==> config.mk <==
export PLATFORM = sky130hd
export DESIGN_NAME = irq_encoder_15x4
export DESIGN_NICKNAME = d
export VERILOG_FILES = /design/src/rtl/irq_encoder_15x4.sv
export SDC_FILE = /design/constraint.sdc
export NUM_CORES = 1
export LEC_CHECK = 0
export BUFFER_PORTS_ARGS = -buffer_cell sky130_fd_sc_hd__buf_2
export CORE_MARGIN = 2
export CORE_UTILIZATION = 50
export CTS_CLUSTER_SIZE = 25
export DETAILED_ROUTE_END_ITERATION = 16
export GPL_TIMING_DRIVEN = 1
export PLACE_DENSITY_LB_ADDON = 0.3
export SLEW_MARGIN = 0
export SYNTH_ARGS = -nofsm -noshare
export SYNTH_HDL_FRONTEND = slang
export SYNTH_SLANG_ARGS = --single-unit
==> constraint.sdc <==
create_clock -name clk -period 1.85 [get_ports clk]
set_clock_uncertainty 0.2 [all_clocks]
set_input_delay 0.37 -clock clk [delete_from_list [all_inputs] [get_ports clk]]
set_output_delay 0.37 -clock clk [all_outputs]
set_load 0.02 [all_outputs]
==> src/rtl/irq_encoder_15x4.sv <==
// Interrupt request encoder: synchronises and edge-detects 15 request lines,
// holds them pending and presents the highest eligible level over valid/ack.
module irq_encoder_15x4 #(
    parameter int N_LINES     = 15,
    parameter int LEVEL_W     = 4,
    parameter int SYNC_STAGES = 2
) (
    input  logic               clk,
    input  logic               rst_n,
    input  logic [N_LINES-1:0] irq_in,
    input  logic [LEVEL_W-1:0] pil,
    input  logic               et,
    input  logic               irq_ack,
    output logic [LEVEL_W-1:0] irl_out,
    output logic               irq_valid,
    output logic [N_LINES-1:0] pending
);

    typedef enum logic [1:0] {
        ST_IDLE,
        ST_ASSERT,
        ST_CLEAR
    } state_e;

    logic [SYNC_STAGES-1:0][N_LINES-1:0] sync_q, sync_d;
    logic [N_LINES-1:0]                  edge_q;
    logic [N_LINES-1:0]                  rise;
    logic [N_LINES-1:0]                  pending_q, pending_d;
    logic [N_LINES-1:0]                  eligible;
    logic [N_LINES-1:0]                  sel_mask;
    logic [N_LINES-1:0]                  clr_mask;
    logic [LEVEL_W-1:0]                  winner;
    logic [LEVEL_W-1:0]                  irl_q, irl_d;
    state_e                              state_q, state_d;

    // Stage 0 captures the asynchronous pins; the last stage feeds edge detection.
    assign sync_d = {sync_q[SYNC_STAGES-2:0], irq_in};
    assign rise   = sync_q[SYNC_STAGES-1] & ~edge_q;

    // The top line is non-maskable by PIL but still gated by ET.
    always_comb begin
        eligible = '0;
        for (int i = 0; i < N_LINES; i++) begin
            eligible[i] = pending_q[i] & et &
                          ((LEVEL_W'(i + 1) > pil) || (i == N_LINES - 1));
        end
    end

    // Ascending scan: the last eligible line seen is the highest level.
    always_comb begin
        winner = '0;
        for (int i = 0; i < N_LINES; i++) begin
            if (eligible[i]) begin
                winner = LEVEL_W'(i + 1);
            end
        end
    end

    always_comb begin
        sel_mask = '0;
        for (int i = 0; i < N_LINES; i++) begin
            sel_mask[i] = (irl_q == LEVEL_W'(i + 1));
        end
    end

    // NOTE: every output of a combinational block gets a default first, so no path leaves it unassigned and no latch is inferred.
    always_comb begin
        state_d  = state_q;
        irl_d    = irl_q;
        clr_mask = '0;
        unique case (state_q)
            ST_IDLE: begin
                if (|eligible) begin
                    state_d = ST_ASSERT;
                    irl_d   = winner;
                end
            end
            ST_ASSERT: begin
                if (irq_ack) begin
                    clr_mask = sel_mask;
                    state_d  = ST_CLEAR;
                    irl_d    = '0;
                end else if (!(|(eligible & sel_mask))) begin
                    state_d = ST_IDLE;
                    irl_d   = '0;
                end
            end
            ST_CLEAR: begin
                state_d = ST_IDLE;
                irl_d   = '0;
            end
            default: begin
                state_d = ST_IDLE;
                irl_d   = '0;
            end
        endcase
    end

    // A fresh detect on the acknowledged line wins over its clear.
    assign pending_d = (pending_q & ~clr_mask) | rise;

    // NOTE: sequential state uses non-blocking assignments so every flop samples pre-edge values regardless of statement order.
    // NOTE: sync chain and edge history are reset too; otherwise a line high at release could look like a fresh or missed edge.
    always_ff @(posedge clk or negedge rst_n) begin
        if (!rst_n) begin
            sync_q    <= '0;
            edge_q    <= '0;
            pending_q <= '0;
            irl_q     <= '0;
            state_q   <= ST_IDLE;
        end else begin
            sync_q    <= sync_d;
            edge_q    <= sync_q[SYNC_STAGES-1];
            pending_q <= pending_d;
            irl_q     <= irl_d;
            state_q   <= state_d;
        end
    end

    assign irl_out   = irl_q;
    assign irq_valid = (state_q == ST_ASSERT);
    assign pending   = pending_q;

endmodule

# Yosys cells after proc, flatten, opt, wreduce, memory -nomap -nowiden
# Cells that the tools add are included.
# word_totals
in_bits,23
n_memories,0
rom_bits,0
reg_bits,66
elab_cells,102
ram_bits,0
output_inout_bits,20
latch_bits,0
# classes
bitwise_logic,35
shift,0
n_addsub,0
n_lt_le_gt_ge,14
eq_ne,18
n_mul,0
div,0
n_reduce_logical,4
n_mux,25
# op_table
op,n
4-bit 2-to-1 mux,17
15-bit AND,3
4-bit equality test (second input constant),8
15-bit 2-to-1 mux,2
15-bit inverter,2
15-bit OR reduction,2
1-bit AND,29
4-bit greater-than comparator (first input constant),7
4-bit by 3-bit equality test with 1-bit output (second input constant),4
3-bit by 4-bit greater-than comparator with 1-bit output (first input constant),4
15-bit OR,1
4-bit by 2-bit equality test with 1-bit output (second input constant),2
2-bit by 4-bit greater-than comparator with 1-bit output (first input constant),2
4-bit one-hot mux with 2 select lines,1
2-bit 2-to-1 mux,3
4-bit by 1-bit equality test with 1-bit output (second input constant),1
1-bit by 4-bit greater-than comparator with 1-bit output (first input constant),1
2-bit one-hot mux with 2 select lines,1
3-bit inequality test (second input constant),1
2-bit by 1-bit equality test with 1-bit output (second input constant),1
2-bit logical NOT,1
2-bit inequality test (second input constant),1
2-bit AND reduction,1
1-bit 2-to-1 mux,1

# Longest topological paths before layout
# Gate-level depths: netlist of the first run.
# logic_depth
depth_word,19
depth_mapped,7
depth_no_buf,6

# Least setup slack after synthesis of the first run
# OpenSTA, ideal clock, no wires.
# synth_path
path_type,reg-to-reg
startpoint,reg irl_q[1] (netlist: irl_out[1])
endpoint,reg irl_q[0] (netlist: irl_out[0])
arrival_time_ns,1.810
path_buffers,1
path_stages_with_launch,8
slack_ns,-0.286
synth_period_minus_slack_ns,2.136
path_cell_list,dfrtp_1 > buf_2 > or2b_2 > nor4_1 > a41oi_1 > o211ai_1 > o31a_1 > a221o_1
# synth_via
elab_chain_len,5
# synth_lines
element,line,text
"start, declared",33,"logic [LEVEL_W-1:0] irl_q, irl_d;"
"start signal, assigned",115,irl_q <= irl_d;
"4-bit by 1-bit equality test with 1-bit output, or another cell as far along",62,sel_mask[i] = (irl_q == LEVEL_W'(i + 1));
15-bit AND *,83,end else if (!(|(eligible & sel_mask))) begin
15-bit OR reduction *,83,
3-bit inequality test (no source line) *,-,
2-bit AND reduction (no source line) *,-,
# Mark *: on every way between the ends. The rest lies on a longest branch, timed or not.
# A chain may end at the register's enable or synchronous reset.

# Final worst setup path of the first run
# layout_path
startpoint,reg irl_q[0] (netlist: irl_out[0])
endpoint,reg irl_q[0] (netlist: irl_out[0])
# Same word-level chain as after synthesis.

==> flow_summary_export.csv, run 1 <==
group,metric,value,unit
cts,clk-insertion-delay-late,0.36,ns
route,drt_iter0_markers,159,
route,ant_nets,0,
route,vias,2213,
route,drt_pre_antenna_iters,4,
global_route,grt_max_degree,26,
timing,fin_crit,2.08,ns
route,drc,0,
pwr,vdd_ir_drop_max,914,uV
logic_synthesis,yosys.area.top_type,"dfrtp_1",
logic_synthesis,synth_flop_cell,"dfrtp_1",
floorplanning,ios,43,
cts,cts_tree,"yes",
timing,post-route-period-util,112,%
logic_synthesis,ys_async_sr_fraction,100,%
logic_synthesis,synth_top_area_share,62.5,%
layout,area_growth,40.3,%
timing,grt_setup_unrepaired,"true",
floorplanning,core_area,0.00511,mm2
timing,setup_ws,-0.226,ns
setup_path,reg2regPathDepth,6,
layout,postLayoutCellArea,0.00371,mm2
floorplanning,die_w,76.7,um
timing,max-slew-margin-rel,73.2,%
setup_path,max_stage_delay,0.46,ns
layout,diodes,0,
timing,finalHoldViolCount,0,
worst_hold_path,min_path_type,"reg -> reg",
timing,fin_setup_tns,-0.883,ns
global_route,grt_usage,25.6,%
cts,htree_levels,3,
pwr,power.leakage,0.00168,uW
setup_path,cp_cell_sequence,"and2_4, a32oi_2, o31a_1, o211ai_1, o31a_1, a221o_1",
timing,setup_viol,5,
layout,final_nets,362,
floorplanning,die_height,76.7,um
setup_path,crit_path_max_fanout,7,
place,io_buffers,42,
logic_synthesis,netlist_instances,237,
setup_path,critPathKind,"reg -> reg",
global_route,first_global_vias,2226,
place,placedCellCount,381,
job,maxCapViolCount,0,
route,routedWlPerCell,16.5,um
cts,cts.sinks,66,
cts,path_clk_slew,0.07,ns
global_route,grt.overflow.total,0,
logic_synthesis,synth_seq_cells,66,
global_route,grt_util_met1,32.0,%
logic_synthesis,avgSynthCellArea,11.2,um2
place,dpl-instance-area,0.00324,mm2
setup_path,critPathLaunchType,"flip-flop",
place,dp_hpwl,4680,um
floorplanning,start_util,51.8,%
global_route,use_met2,41.1,%
global_route,use_met3,9.06,%
global_route,grt-busiest-layer,"met2",
timing,worst_pin_slew,0.401,ns
outcome,status,"complete, but fails checks",
logic_synthesis,synth_edf_count,0,
setup_path,cp.arrival,2.11,ns
logic_synthesis,synthTopCellsByCount,"dfrtp_1 (66), o21ai_0 (37), inv_1 (20)",
worst_hold_path,min_path_cells,0,
global_route,grt_pass1_wl,11200,um
route,avgViaCountPerCell,5.35,
logic_synthesis,syn-num-nets,260,
logic_synthesis,yosysMostFrequentCell,"dfrtp_1",
setup_path,critPathSlowestCell,"dfrtp_2",
floorplanning,rows,26,
logic_synthesis,synth-seq-area-share,62.5,%
layout,fin_cells,414,
setup_path,endpoint_kind,"flip-flop",
setup_path,cp.required,1.89,ns
logic_synthesis,ys_top_cells_by_area,"dfrtp_1 (62%), o21ai_0 (7.0%), inv_1 (2.8%), nand3_1 (2.5%), nor2_1 (2.0%)",
logic_synthesis,yosys_warnings,0,
setup_path,cpMostUsedCell,"o31a_1",
logic_synthesis,netlist_area,0.00264,mm2
timing,fmax,0.482,GHz
layout,drive_gt1_share,34.9,%
route,wl,6850,um
layout,fillCellCount,373,
logic_synthesis,netlist-cell-type-count,50,
timing,slew_viol_final,0,
outcome,violations,"negative setup slack",
floorplanning,design.die.area,0.00589,mm2
pwr,p_per_area,1280,mW/mm2
place,gp_congestion,0.992,
cts,cts_inserted_buffers,9,
global_route,antenna_found_initial,0,
cts,cts.path.max_buffers,2,
cts,clock-root-buffer,"clkbuf_8",
## cell usage in the layout (no fill, tap or decap), types with 4 or more instances in the layout
master         Yosys  routed
dfrtp_2            0       4
buf_2              3      42
clkbuf_8           0       9
dlygate4sd3_1      0      16
nand2_1           12      11
nand3_1           13      13
o21ai_1            1       4
o21ai_0           37      34
nor2_1            14      14
dfrtp_1           66      62
inv_1             20      20
buf_4              1      39
nor2b_1            4       4
a21oi_1            4       4
## per-layer routing
| layer | up-vias | part of all wire, % | wire, um |
|---|---|---|---|
| met4 | 0 | 2.4 | 166 |
| li1 | 1045 | - | - |
| met5 | - | 0 | 0 |
| met1 | 1077 | 41 | 2840 |
| met2 | 77 | 51 | 3480 |
| met3 | 14 | 5.4 | 372 |
## power by group
| part | switching, uW | total [uW] | leakage (uW) | internal [uW] |
|---|---|---|---|---|
| combinational | 807 | 1490 | 0.000833 | 684 |
| clock | 579 | 1480 | 0.000117 | 899 |
| sequential | 160 | 1770 | 0.000729 | 1610 |
| total | 1550 | 4740 | 0.00168 | 3200 |
## layout make-up
class	instances	area (um2)	area share, %
clock buffers	10	128	3.44
inverters	20	75.1	2.02
flip-flops and latches	66	1660	44.7
well taps	70	87.6	2.36
repair buffers	101	734	19.8
multi-input cells	141	912	24.6
clock inverters	6	115	3.10
## worst paths after layout
path	slack [ns]	to	from
max	-0.23	irl_out[0]$_DFFE_PN0P_	irl_out[0]$_DFFE_PN0P_
min	0.15	sync_q[25]$_DFF_PN0_	sync_d[25]$_DFF_PN0_
max reg2reg	-0.23	irl_out[0]$_DFFE_PN0P_	irl_out[0]$_DFFE_PN0P_
min reg2reg	0.15	sync_q[25]$_DFF_PN0_	sync_d[25]$_DFF_PN0_
max in group asynchronous	0.60	pending[2]$_DFF_PN0_	rst_n
min in group asynchronous	0.25	sync_d[26]$_DFF_PN0_	rst_n
## critical path, delay by kind of cell (launching register included)
| kind | cells | cell delay, ns |
|---|---|---|
| simple gates | 1 | 0.16 |
| flops | 1 | 0.46 |
| compound gates | 5 | 1.14 |
## logic make-up after synthesis
family | Yosys count | synth area share [%]
AND/OR/NAND/NOR | 70 | 15.0
AO/OA/AOI/OAI | 71 | 17.3
flip-flops | 66 | 62.5
buffers and inverters | 30 | 5.21
## registers in the layout (all words and copies together), names as in the netlist
| name | count |
|---|---|
| edge_q | 15 |
| pending | 15 |
| sync_d | 15 |
| sync_q | 15 |
| irl_out | 4 |
| state_q | 2 |
## per-stage QoR
step	setup slack, ns	total power, uW	util [%]	hold slack [ns]
finish	-0.226	4740	72.6	0.153
global route	-0.289	4970	72.6	0.150
CTS	-0.193	4690	72.0	0.150
detailed placement	-0.497	3160	63.5	0.0916
global placement	-0.514	3160	63.5	0.0905
floorplan	-0.174	2530	-	-0.126
## timing repair
action	CTS	global route
setup buffers	1	0
setup endpoints to repair	5	9
hold buffers	16	0
hold endpoints to repair	27	0
gates resized for setup	6	9
pin swaps	7	5
Note: power is estimated with default switching activity, not from simulation.
==> inputs of run 2 (changes only) <==
--- a/config.mk
+++ b/config.mk
@@ -6,8 +6,10 @@
 export NUM_CORES = 1
 export LEC_CHECK = 0
 export BUFFER_PORTS_ARGS = -buffer_cell sky130_fd_sc_hd__buf_2
+export CAP_MARGIN = 5
 export CORE_MARGIN = 2
 export CORE_UTILIZATION = 50
+export CTS_BUF_LIST = sky130_fd_sc_hd__clkbuf_8
 export CTS_CLUSTER_SIZE = 25
 export DETAILED_ROUTE_END_ITERATION = 16
 export GPL_TIMING_DRIVEN = 1
==> constraint.sdc (replaced) <==
create_clock -name clk -period 2.05 [get_ports clk]
set_clock_uncertainty 0.2 [all_clocks]
set_input_delay 0.41 -clock clk [delete_from_list [all_inputs] [get_ports clk]]
set_output_delay 0.41 -clock clk [all_outputs]
set_load 0.02 [all_outputs]
==> flow_summary_export.csv, run 2 (synthesized netlist as in run 1, its figures left out) <==
group,metric,value,unit
setup_path,cp_num_buf_inv,0,
timing,max-slew-margin-rel,77.2,%
route,drt_pre_antenna_iters,4,
setup_path,cp.required,2.08,ns
cts,path_clk_slew,0.07,ns
cts,clock-root-buffer,"clkbuf_8",
global_route,grt.overflow.total,0,
layout,layout_common_cells,"dfrtp_1 (62), buf_4 (49), buf_2 (41)",
pwr,power.leakage,0.00170,uW
timing,grt_setup_unrepaired,"true",
floorplanning,start_util,51.8,%
place,dpl-instance-area,0.00325,mm2
route,vias,2275,
floorplanning,design.die.area,0.00589,mm2
cts,cts.path.max_buffers,2,
timing,fmax,0.473,GHz
setup_path,cp.arrival,2.14,ns
setup_path,critPathTopFamily,"compound AO/OA/AOI/OAI gates",
timing,setup_ws,-0.0628,ns
job,maxCapViolCount,0,
layout,area_growth,39.5,%
timing,worst_pin_slew,0.342,ns
setup_path,max_stage_delay,0.44,ns
route,drc,0,
setup_path,cp_cell_sequence,"nor4b_4, a31o_1, a32oi_1, o22ai_1, o31a_1, a221o_1",
floorplanning,die_w,76.7,um
timing,slew_viol_final,0,
route,ant_nets,0,
timing,finalHoldViolCount,0,
layout,layout_commonest_cell,"dfrtp_1",
cts,cts.sinks,66,
global_route,first_global_vias,2359,
layout,final_nets,369,
pwr,p_per_area,1100,mW/mm2
outcome,violations,"negative setup slack",
worst_hold_path,min_path_type,"reg -> reg",
route,wl,7250,um
layout,drive_gt1_share,35.9,%
cts,clk-insertion-delay-late,0.35,ns
setup_path,crit_path_max_fanout,5,
place,placedCellCount,386,
cts,cts_tree,"yes",
route,routedWlPerCell,17.2,um
place,preCtsSetupSlack,-0.367,ns
setup_path,critPathLaunchType,"flip-flop",
timing,setup_viol,2,
global_route,antenna_found_initial,0,
layout,postLayoutCellArea,0.00369,mm2
floorplanning,rows,26,
layout,fin_cells,421,
pwr,totalPowerFinal,4050,uW
cts,htree_levels,3,
pwr,vdd_ir_drop_max,651,uV
cts,cts_inserted_buffers,9,
timing,fin_crit,2.11,ns
place,dp_hpwl,5030,um
setup_path,critPathKind,"reg -> reg",
setup_path,endpoint_kind,"flip-flop",
route,avgViaCountPerCell,5.40,
global_route,grt_max_degree,67,
floorplanning,die_height,76.7,um
layout,diodes,0,
floorplanning,ios,43,
timing,post-route-period-util,103,%
place,io_buffers,42,
setup_path,critPathSlowestCell,"dfrtp_2",
place,gp_congestion,0.884,
outcome,status,"complete, but fails checks",
global_route,grt_usage,25.9,%
route,drt_iter0_markers,159,
global_route,grt_pass1_wl,11500,um
floorplanning,core_area,0.00511,mm2
## run 2: timing repair
action | CTS | global route
endpoints found under the setup margin | 5 | 5
endpoints found under the hold margin | 81 | 0
cloned | 0 | 0
hold buffers | 16 | 0
setup buffers | 1 | 2
gates resized for setup | 5 | 11
pin swaps | 3 | 7
## run 2: through the flow
stage / hold WS, ns / utilization, % / TNS [ns]
global route: 0.159 / 72.2 / -0.355
floorplan: -0.0856 / - / 0
finish: 0.151 / 72.2 / -0.109
CTS: 0.151 / 70.9 / -0.139
detailed placement: 0.136 / 63.6 / -1.66
global placement: 0.132 / 63.6 / -1.56
## run 2: final timing paths
path                                      startpoint                      to  slack [ns]  cells past startpoint
worst max-delay path            pending[1]$_DFF_PN0_  irl_out[0]$_DFFE_PN0P_       -0.06                      6
worst min-delay path            sync_d[25]$_DFF_PN0_    sync_q[25]$_DFF_PN0_        0.15                      0
worst max register to register  pending[1]$_DFF_PN0_  irl_out[0]$_DFFE_PN0P_       -0.06                      6
worst min register to register  sync_d[25]$_DFF_PN0_    sync_q[25]$_DFF_PN0_        0.15                      0
max in group asynchronous                      rst_n  irl_out[0]$_DFFE_PN0P_        0.92                      3
min in group asynchronous                      rst_n    sync_q[29]$_DFF_PN0_        0.42                      3
## run 2: power breakdown
part           switching (uW)  internal (uW)  leakage, uW
registers                 162           1460     0.000729
logic                     724            660     0.000866
clock network             500            550     0.000107
## run 2: routing by layer
layer | GRT usage [%] | wire length, um | share of wire (%) | up-vias
met5 | 0 | 0 | 0 | -
met4 | 14.9 | 292 | 4.0 | 0
met3 | 5.29 | 433 | 6.0 | 28
met2 | 42.4 | 3490 | 48 | 91
met1 | 32.2 | 3040 | 42 | 1101
li1 | - | - | - | 1055
## run 2: layout make-up
cell class | instances | area (um2)
sequential | 66 | 1660
multi-input combinational | 141 | 921
clock buffer | 9 | 124
fill | 368 | 1420
tap | 70 | 87.6
clock inverter | 7 | 63.8
timing repair buffer | 108 | 761
inverter | 20 | 75.1
==> inputs of run 3 (changes only) <==
==> constraint.sdc (replaced) <==
create_clock -name clk -period 2.6 [get_ports clk]
set_clock_uncertainty 0.2 [all_clocks]
set_input_delay 0.52 -clock clk [delete_from_list [all_inputs] [get_ports clk]]
set_output_delay 0.52 -clock clk [all_outputs]
set_load 0.02 [all_outputs]
==> flow_summary_export.csv, run 3 (synthesized netlist as in run 1, its figures left out) <==
group,metric,value,unit
outcome,status,"complete, no violations",
layout,fillCellCount,456,
pwr,p_per_area,956,mW/mm2
place,dp_hpwl,4350,um
setup_path,max_stage_delay,0.59,ns
floorplanning,design.die.area,0.00589,mm2
global_route,grt.overflow.total,0,
cts,cts_hold_repair.buffers,1,
floorplanning,start_util,51.8,%
timing,setup_viol,0,
timing,fin_crit,2.27,ns
cts,cts_tree,"yes",
pwr,power.leakage,0.00143,uW
layout,postLayoutCellArea,0.00320,mm2
setup_path,rr_startpoint,"irl_out[2]$_DFFE_PN0P_",
timing,fmax,0.441,GHz
worst_hold_path,min_path_cells,1,
layout,drive_gt1_share,24.5,%
layout,final_nets,312,
layout,diodes,0,
setup_path,endpoint_kind,"flip-flop",
setup_path,critPathLaunchType,"flip-flop",
timing,slew_viol_final,0,
pwr,totalPowerFinal,3060,uW
worst_hold_path,hp-start,"irq_in[12]",
setup_path,critPathTopFamily,"compound AO/OA/AOI/OAI gates",
route,drt_pre_antenna_iters,4,
layout,layout_commonest_cell,"dfrtp_1",
setup_path,cp_cell_sequence,"nor4b_1, a31o_1, a32oi_1, o22ai_1, o31a_1, a221o_1",
cts,clock-root-buffer,"clkbuf_8",
pwr,vdd_ir_drop_max,722,uV
route,routedWlPerCell,16.3,um
route,vias,1974,
global_route,first_global_vias,1973,
layout,area_growth,21.2,%
cts,clk-insertion-delay-late,0.35,ns
route,drc,0,
timing,grt_setup_unrepaired,"false",
setup_path,cp.arrival,2.30,ns
floorplanning,core_area,0.00511,mm2
setup_path,crit_path_max_fanout,13,
setup_path,critPathKind,"reg -> reg",
layout,post-route-util,62.7,%
route,avgViaCountPerCell,5.42,
timing,worst_pin_slew,0.601,ns
timing,max-slew-margin-rel,59.9,%
cts,htree_levels,3,
cts,path_clk_slew,0.07,ns
global_route,grt_max_degree,42,
cts,post_cts_buffers,0,
place,gp_congestion,0.919,
global_route,antenna_found_initial,0,
route,drt_iter0_markers,116,
route,ant_nets,0,
place,dpl-instance-area,0.00295,mm2
worst_hold_path,whs_endpoint,"sync_d[27]$_DFF_PN0_",
floorplanning,die_height,76.7,um
cts,cts.sinks,66,
setup_path,cp_num_buf_inv,0,
route,wl,5920,um
floorplanning,die_w,76.7,um
place,io_buffers,42,
floorplanning,ios,43,
cts,cts.path.max_buffers,2,
timing,post-route-period-util,87.2,%
cts,ctsResizeCount,0,
timing,hold_ws,0.0719,ns
global_route,grt_usage,22.2,%
setup_path,cp.required,2.63,ns
setup_path,r2r_end,"irl_out[0]$_DFFE_PN0P_",
setup_path,r2r_setup_slack,0.33,ns
worst_hold_path,min_path_type,"in -> reg",
cts,cts_inserted_buffers,9,
timing,finalHoldViolCount,0,
job,maxCapViolCount,0,
timing,fin_setup_tns,0,ns
setup_path,reg2regPathDepth,6,
global_route,grt_pass1_wl,9760,um
setup_path,critPathSlowestCell,"dfrtp_1",
floorplanning,rows,26,
layout,layout_common_cells,"dfrtp_1 (66), buf_2 (42), o21ai_0 (37)",
## run 3: cell count changes in the layout (fill, tap and decap cells not counted), moves of 4 or more
cell,delta
dfrtp_2,-4
dfrtp_1,+4
dlygate4sd3_1,-15
buf_4,-42
## run 3: worst reg2reg max path: stages, from the launching register on
cell and delay (ns):
dfrtp_1 0.59, nor4b_1 0.12, a31o_1 0.22, a32oi_1 0.19, o22ai_1 0.11, o31a_1 0.35
a221o_1 0.36
## run 3: power breakdown
part           switching (uW)  internal, uW  total [uW]
logic                     451           292         742
clock network             395           636        1030
registers                 149          1140        1290
total                     995          2070        3060
## run 3: cell type report
| class | count | area, um2 | share of cell area, % |
|---|---|---|---|
| Sequential cell | 66 | 1650 | 51.5 |
| Inverter | 20 | 75.1 | 2.34 |
| Clock inverter | 7 | 119 | 3.71 |
| Clock buffer | 9 | 124 | 3.87 |
| Timing Repair Buffer | 51 | 293 | 9.14 |
| Multi-Input combinational cell | 141 | 855 | 26.7 |
| Tap cell | 70 | 87.6 | 2.73 |
## run 3: per-stage QoR
stage,instances,setup slack [ns]
2_1_floorplan,237,0.386
3_5_place_dp,347,0.0646
5_1_grt,364,0.194
4_1_cts,364,0.339
3_3_place_gp,347,0.0461
6_report,364,0.332
## run 3: worst max-delay path by stage
stage                                      start                     end  cells after the start  slack, ns
final                     irl_out[2]$_DFFE_PN0P_  irl_out[0]$_DFFE_PN0P_                      6       0.33
after global routing      irl_out[0]$_DFFE_PN0P_  irl_out[0]$_DFFE_PN0P_                      6       0.19
after detailed placement                  pil[3]  irl_out[1]$_DFFE_PN0P_                      9       0.06
after global placement                    pil[2]  irl_out[0]$_DFFE_PN0P_                      7       0.05
after floorplan                           pil[0]  irl_out[1]$_DFFE_PN0P_                      7       0.39
after CTS                 irl_out[2]$_DFFE_PN0P_  irl_out[0]$_DFFE_PN0P_                      6       0.34
## run 3: layer usage
metal,vias to the layer above,part of all wire (%),global-route usage [%]
li1,942,-,-
met1,946,42,28.2
met2,75,49,34.9
met3,11,6.9,7.18
met4,0,1.9,9.82
met5,-,0,0
